--- src/rtl/fb_pkg.sv ---
// fb_pkg: shared Wishbone constants, pixel word layout and reader FSM states
package fb_pkg;

   localparam logic [2:0] CTI_INCR   = 3'b010;
   localparam logic [2:0] CTI_END    = 3'b111;
   localparam logic [1:0] BTE_LINEAR = 2'b00;

   typedef struct packed {
      logic        sof;
      logic        eol;
      logic [23:0] rgb;
   } pix_word_t;

   typedef enum logic {IDLE, BURST} state_t;

endpackage

--- src/rtl/wshb_if.sv ---
// wshb_if: 32-bit Wishbone bus bundle carrying its own clock and synchronous reset
interface wshb_if (
   input logic clk,
   input logic rst
);

   logic        cyc;
   logic        stb;
   logic        we;
   logic        ack;
   logic [31:0] adr;
   logic [31:0] dat_ms;
   logic [31:0] dat_sm;
   logic [3:0]  sel;
   logic [2:0]  cti;
   logic [1:0]  bte;

   modport master (
      input  clk, rst, dat_sm, ack,
      output cyc, stb, we, adr, sel, cti, bte, dat_ms
   );

   modport slave (
      input  clk, rst, cyc, stb, we, adr, sel, cti, bte, dat_ms,
      output dat_sm, ack
   );

endinterface

--- src/rtl/fb_fifo.sv ---
// fb_fifo: synchronous first-word-fall-through FIFO with occupancy count
module fb_fifo #(
   parameter int W = 26,
   parameter int D = 64
) (
   input  logic                 clk,
   input  logic                 rst,
   input  logic                 i_push,
   input  logic [W-1:0]         i_data,
   input  logic                 i_pop,
   output logic [W-1:0]         o_data,
   output logic                 o_full,
   output logic                 o_empty,
   output logic [$clog2(D):0]   o_count
);

   localparam int AW = $clog2(D);
   localparam int CW = AW + 1;

   logic [W-1:0]  r_mem [D];
   logic [AW-1:0] r_wp;
   logic [AW-1:0] r_rp;
   logic [CW-1:0] r_cnt;
   logic          w_wr;
   logic          w_rd;

   assign w_wr    = i_push && !o_full;
   assign w_rd    = i_pop && !o_empty;
   assign o_full  = r_cnt == CW'(D);
   assign o_empty = r_cnt == '0;
   assign o_count = r_cnt;
   assign o_data  = r_mem[r_rp];

   // storage array, no reset needed since count gates visibility
   always_ff @(posedge clk) begin
      if (w_wr) r_mem[r_wp] <= i_data;
   end

   // pointers and occupancy; simultaneous push and pop leave the count unchanged
   always_ff @(posedge clk) begin
      if (rst) begin
         r_wp  <= '0;
         r_rp  <= '0;
         r_cnt <= '0;
      end else begin
         r_wp  <= r_wp + AW'(w_wr);
         r_rp  <= r_rp + AW'(w_rd);
         r_cnt <= r_cnt + CW'(w_wr) - CW'(w_rd);
      end
   end

   a_no_overflow: assert property (@(posedge clk) disable iff (rst) !(i_push && o_full));

endmodule

--- src/rtl/fb_reader.sv ---
// fb_reader: Wishbone burst reader streaming the framebuffer in raster order into a tagged pixel FIFO
module fb_reader
   import fb_pkg::*;
#(
   parameter int          HDISP      = 800,
   parameter int          VDISP      = 480,
   parameter logic [31:0] BASE_ADR   = 32'h0,
   parameter int          BURST_LEN  = 16,
   parameter int          FIFO_DEPTH = 64
) (
   wshb_if.master        wshb_ifm,
   input  logic          fb_en,
   output logic [23:0]   pix_data,
   output logic          pix_sof,
   output logic          pix_eol,
   output logic          pix_valid,
   input  logic          pix_ready
);

   localparam int XW = $clog2(HDISP);
   localparam int YW = $clog2(VDISP);
   localparam int BW = $clog2(BURST_LEN);
   localparam int CW = $clog2(FIFO_DEPTH) + 1;

   state_t        r_state;
   state_t        w_next;
   logic [XW-1:0] r_x;
   logic [YW-1:0] r_y;
   logic [31:0]   r_adr;
   logic [BW-1:0] r_beat;
   logic          w_push;
   logic          w_last;
   logic          w_x_end;
   logic          w_y_end;
   logic          w_go;
   logic          w_full;
   logic          w_empty;
   logic [CW-1:0] w_count;
   pix_word_t     w_din;
   pix_word_t     w_dout;
   logic          w_unused;

   assign w_x_end  = r_x == XW'(HDISP - 1);
   assign w_y_end  = r_y == YW'(VDISP - 1);
   assign w_last   = r_beat == BW'(BURST_LEN - 1);
   assign w_push   = (r_state == BURST) && wshb_ifm.ack;
   assign w_go     = fb_en && (w_count <= CW'(FIFO_DEPTH - BURST_LEN));
   assign w_din    = {(r_x == '0) && (r_y == '0), w_x_end, wshb_ifm.dat_sm[23:0]};
   assign w_unused = ^wshb_ifm.dat_sm[31:24];

   assign wshb_ifm.cyc    = r_state == BURST;
   assign wshb_ifm.stb    = r_state == BURST;
   assign wshb_ifm.we     = 1'b0;
   assign wshb_ifm.sel    = 4'b1111;
   assign wshb_ifm.bte    = BTE_LINEAR;
   assign wshb_ifm.dat_ms = 32'h0;
   assign wshb_ifm.adr    = r_adr;
   assign wshb_ifm.cti    = w_last ? CTI_END : CTI_INCR;

   assign pix_data  = w_dout.rgb;
   assign pix_sof   = w_dout.sof;
   assign pix_eol   = w_dout.eol;
   assign pix_valid = !w_empty;

   // start a burst only when a whole burst of FIFO space is free; leave after the last ack
   always_comb begin
      w_next = r_state;
      w_next = (r_state == IDLE) ? (w_go ? BURST : IDLE) : ((w_push && w_last) ? IDLE : BURST);
   end

   // state register; reset drops cyc/stb at the first edge that sees it
   always_ff @(posedge wshb_ifm.clk) begin
      if (wshb_ifm.rst) r_state <= IDLE;
      else              r_state <= w_next;
   end

   // raster position, address and beat counter advance together on every ack
   always_ff @(posedge wshb_ifm.clk) begin
      if (wshb_ifm.rst) begin
         r_x    <= '0;
         r_y    <= '0;
         r_adr  <= BASE_ADR;
         r_beat <= '0;
      end else if (w_push) begin
         r_beat <= r_beat + BW'(1);
         r_x    <= w_x_end ? '0 : r_x + XW'(1);
         r_y    <= w_x_end ? (w_y_end ? '0 : r_y + YW'(1)) : r_y;
         r_adr  <= (w_x_end && w_y_end) ? BASE_ADR : r_adr + 32'd4;
      end
   end

   fb_fifo #(
      .W ($bits(pix_word_t)),
      .D (FIFO_DEPTH)
   ) u_fifo (
      .clk     (wshb_ifm.clk),
      .rst     (wshb_ifm.rst),
      .i_push  (w_push),
      .i_data  (w_din),
      .i_pop   (pix_valid && pix_ready),
      .o_data  (w_dout),
      .o_full  (w_full),
      .o_empty (w_empty),
      .o_count (w_count)
   );

endmodule

--- src/flat_wrapper.sv ---
// flat-port wrapper written by rule: the top's interface ports become plain ports
module fb_reader_flat import fb_pkg::*;
#(
   parameter int          HDISP      = 800,
   parameter int          VDISP      = 480,
   parameter logic [31:0] BASE_ADR   = 32'h0,
   parameter int          BURST_LEN  = 16,
   parameter int          FIFO_DEPTH = 64
)
  (fb_en, pix_data, pix_sof, pix_eol, pix_valid, pix_ready, clk, rst, wshb_ifm_dat_sm, wshb_ifm_ack, wshb_ifm_cyc, wshb_ifm_stb, wshb_ifm_we, wshb_ifm_adr, wshb_ifm_sel, wshb_ifm_cti, wshb_ifm_bte, wshb_ifm_dat_ms);
  wshb_if wshb_ifm_i (.clk(clk), .rst(rst));
  input  logic fb_en;
  output logic [23:0] pix_data;
  output logic pix_sof;
  output logic pix_eol;
  output logic pix_valid;
  input  logic pix_ready;
  input wire logic clk;
  input wire logic rst;
  input wire logic [$bits(wshb_ifm_i.dat_sm)-1:0] wshb_ifm_dat_sm;
  input wire logic [$bits(wshb_ifm_i.ack)-1:0] wshb_ifm_ack;
  output wire logic [$bits(wshb_ifm_i.cyc)-1:0] wshb_ifm_cyc;
  output wire logic [$bits(wshb_ifm_i.stb)-1:0] wshb_ifm_stb;
  output wire logic [$bits(wshb_ifm_i.we)-1:0] wshb_ifm_we;
  output wire logic [$bits(wshb_ifm_i.adr)-1:0] wshb_ifm_adr;
  output wire logic [$bits(wshb_ifm_i.sel)-1:0] wshb_ifm_sel;
  output wire logic [$bits(wshb_ifm_i.cti)-1:0] wshb_ifm_cti;
  output wire logic [$bits(wshb_ifm_i.bte)-1:0] wshb_ifm_bte;
  output wire logic [$bits(wshb_ifm_i.dat_ms)-1:0] wshb_ifm_dat_ms;
  assign wshb_ifm_i.dat_sm = wshb_ifm_dat_sm;
  assign wshb_ifm_i.ack = wshb_ifm_ack;
  assign wshb_ifm_cyc = wshb_ifm_i.cyc;
  assign wshb_ifm_stb = wshb_ifm_i.stb;
  assign wshb_ifm_we = wshb_ifm_i.we;
  assign wshb_ifm_adr = wshb_ifm_i.adr;
  assign wshb_ifm_sel = wshb_ifm_i.sel;
  assign wshb_ifm_cti = wshb_ifm_i.cti;
  assign wshb_ifm_bte = wshb_ifm_i.bte;
  assign wshb_ifm_dat_ms = wshb_ifm_i.dat_ms;
  fb_reader #(.HDISP(HDISP), .VDISP(VDISP), .BASE_ADR(BASE_ADR), .BURST_LEN(BURST_LEN), .FIFO_DEPTH(FIFO_DEPTH)) u_core (.wshb_ifm(wshb_ifm_i), .fb_en(fb_en), .pix_data(pix_data), .pix_sof(pix_sof), .pix_eol(pix_eol), .pix_valid(pix_valid), .pix_ready(pix_ready));
endmodule
--- config.mk ---
export PLATFORM = sky130hd
export DESIGN_NAME = fb_reader_flat
export DESIGN_NICKNAME = d
export VERILOG_FILES = /design/src/rtl/fb_pkg.sv /design/src/rtl/wshb_if.sv /design/src/rtl/fb_fifo.sv /design/src/rtl/fb_reader.sv /design/src/flat_wrapper.sv
export SDC_FILE = /design/constraint.sdc
export NUM_CORES = 2
export LEC_CHECK = 0
export ABC_AREA = 1
export CORE_MARGIN = 3
export CORE_UTILIZATION = 56
export DETAILED_ROUTE_END_ITERATION = 6
export GPL_TIMING_DRIVEN = 0
export PLACE_DENSITY_LB_ADDON = 0.12
export RECOVER_POWER = 50
export SLEW_MARGIN = 20
export SYNTH_ARGS = -nofsm -noshare
export SYNTH_HDL_FRONTEND = slang
export SYNTH_HIERARCHICAL = 1
export SYNTH_SLANG_ARGS = --single-unit
export TNS_END_PERCENT = 1
--- constraint.sdc ---
create_clock -name clk -period 3.8 [get_ports clk]
set_clock_uncertainty 0.1 [all_clocks]
set_input_delay 0.38 -clock clk [delete_from_list [all_inputs] [get_ports clk]]
set_output_delay 0.38 -clock clk [all_outputs]
set_load 0.005 [all_outputs]
==> impl_metrics.csv <==
group,metric,value,unit
route,ant_nets,0,
route,post_drt_via_cell_ratio,5.87,
route,dr.pass1.iters,7,
die,start_util,56.5,%
pwr,leakagePower,33.8,nW
timing,grt_setup_unrepaired,"yes",
cts,clockBufferDepth,3,
placed_design,gp_congestion,1.01,
placed_design,hpwl,174000,µm
timing,tightestPinTransition,3.68,ns
timing,hold_viol,0,
pwr,p_per_area,629,mW/mm²
hold_path,worst_hold_path_type,"input pin to flip-flop",
timing,slew_viol_final,1040,
layout,syn_to_final_growth,18.5,%
logic_synthesis,yosys_warnings,6,
route,wirelength,248000,µm
layout,final_area,0.0869,mm²
layout,finish.utilization,67.0,%
timing,final.setup.worst_slack,-0.391,ns
timing,slew_headroom,-145,%
grt,grt_max_degree,65,
placed_design,place_area,0.0794,mm²
layout,drive_gt1_share,13.9,%
worst_setup_path,arrival,3.71,ns
layout,final_cells,9189,
cts,clkLatencyLatePin,0.82,ns
route,drc,1,
layout,nets,7350,
die,die_y,368,µm
timing,finalSetupViolCount,103,
worst_setup_path,worstPathMaxFanout,10,
die,num_rows,132,
timing,tns,-11.96,ns
grt,grt_usage,36.1,%
cts,numCtsBuffers,176,
timing,timing.final.crit_share,110,%
timing,period_needed,4.19,ns
cts,clk_pin_slew,0.06,ns
logic_synthesis,avgSynthCellArea,10.7,µm²
placed_design,dp.cells,8830,
logic_synthesis,syn-cell-area,0.0734,mm²
placed_design,io_buffers,89,
pwr,peakVddDrop,0.000529,V
die,dieArea,0.135,mm²
route,wl_per_cell,27.0,µm
cts,cts_sinks,1737,
route,drtIter0Drc,8251,
cts,cts_root_buf,"clkbuf_16",
worst_setup_path,end_kind,"output pin",
worst_setup_path,cp_data_required_time,3.32,ns
route,vias,53959,
cts,tritoncts,"done",
cts,htreeDepth,4,
die,placeableCoreArea,0.130,mm²
worst_setup_path,crit_type,"flip-flop to output pin",
grt,grt_first_pass_wirelength,347000,µm
run,cap_violations,30,
die,ios,140,
grt,overflow,0,
grt,antenna_found_initial,12,
worst_setup_path,start_kind,"flip-flop",
run_status,status,"complete, but fails checks",
logic_synthesis,synth_cells,6857,
timing,timing.fmax,239,MHz
grt,grt_pass1_vias,49507,
cts,postCtsSetupRepairBufs,0,
placed_design,post-place-ws,-0.413,ns
run_status,violations,"design-rule violations, max-capacitance violations, max-slew violations, negative setup slack",
die,fp.dieW,368,µm
-- cell type report --
| type | instances | area, µm² |
|---|---|---|
| sequential | 1737 | 51400 |
| buffer | 400 | 2650 |
| clock inverter | 114 | 1210 |
| tap | 1742 | 2180 |
| inverter | 614 | 2320 |
| clock buffer | 214 | 4620 |
| timing repair buffer | 219 | 2950 |
| antenna | 4 | 10.0 |
| fill | 9710 | 42900 |
| multi-input combinational | 4145 | 19600 |
-- sequential cells by signal, indices dropped and copies added, names as in the netlist --
register and cells:
u_core/r_y 9, u_core/u_fifo/o_count 7, u_core/r_x 10, u_core/u_fifo/r_mem 1664
u_core/wshb_ifm.cyc 1, u_core/wshb_ifm.adr 30, u_core/r_beat 4, u_core/u_fifo/r_rp 6
u_core/u_fifo/r_wp 6
-- path summary, 6_finish.rpt --
kind,start,end,slack (ns),cells after the start
max,u_core/u_fifo/r_rp[1],pix_data[19],-0.39,11
min,fb_en,u_core/wshb_ifm.cyc,0.09,3
max reg2reg,u_core/wshb_ifm.cyc,u_core/u_fifo/r_mem[33][11],-0.08,9
min reg2reg,u_core/r_y[4],u_core/r_y[4],0.39,2
-- layout by cell type, fill, tap and decap left out, drive strengths merged, types with 21 or more instances in the layout --
| cell type | n |
|---|---|
| buf | 332 |
| clkbuf | 407 |
| conb | 42 |
| inv | 616 |
| bufinv | 22 |
| dlygate4sd3 | 24 |
| o21ai | 70 |
| clkinv | 81 |
| edfxtp | 1664 |
| a21oi | 134 |
| o211ai | 78 |
| nor2 | 432 |
| clkdlybuf4s50 | 63 |
| nand3 | 922 |
| dfxtp | 73 |
| nand2 | 2368 |
| nor3 | 21 |
-- critical path, stage by stage, from the launching register on --
cell	delay [ns]
dfxtp_1	0.49
buf_6	0.24
buf_8	0.23
buf_6	0.26
nand3_1	0.11
nand3_1	0.09
nand2_1	0.15
nor2_1	0.32
nand2_2	0.18
nand3_1	0.15
nand2_2	0.14
clkdlybuf4s50_1	0.48
-- metrics by stage --
stage / total power, mW / hold slack (ns)
6_report: 54.7 / 0.0864
5_1_grt: 56.5 / 0.0767
4_1_cts: 53.8 / 0.0350
3_5_place_dp: 35.5 / 0.384
3_3_place_gp: 35.2 / 0.376
2_1_floorplan: 29.3 / 0.353
-- report_power, final --
group / internal [mW] / switching [mW] / total, mW
Clock: 10.2 / 7.40 / 17.6
Sequential: 21.1 / 0.0670 / 21.2
Combinational: 4.51 / 11.5 / 16.0
-- repair_timing --
item                                    4_1_cts  5_1_grt
endpoints found under the setup margin       26       26
gates cloned                                  0        4
hold buffers                                 24        0
pin swaps                                    25       18
resized for setup                           488      135
endpoints found under the hold margin       696        0
-- per-layer routing --
layer	part of all wire, %	vias to the layer above	global-route usage (%)
li1	-	23768	-
met1	37	25970	49.7
met2	44	3588	53.8
met3	14	633	8.79
met4	5.8	0	18.5
met5	0	-	0
Power figures use the tool's default switching activity.
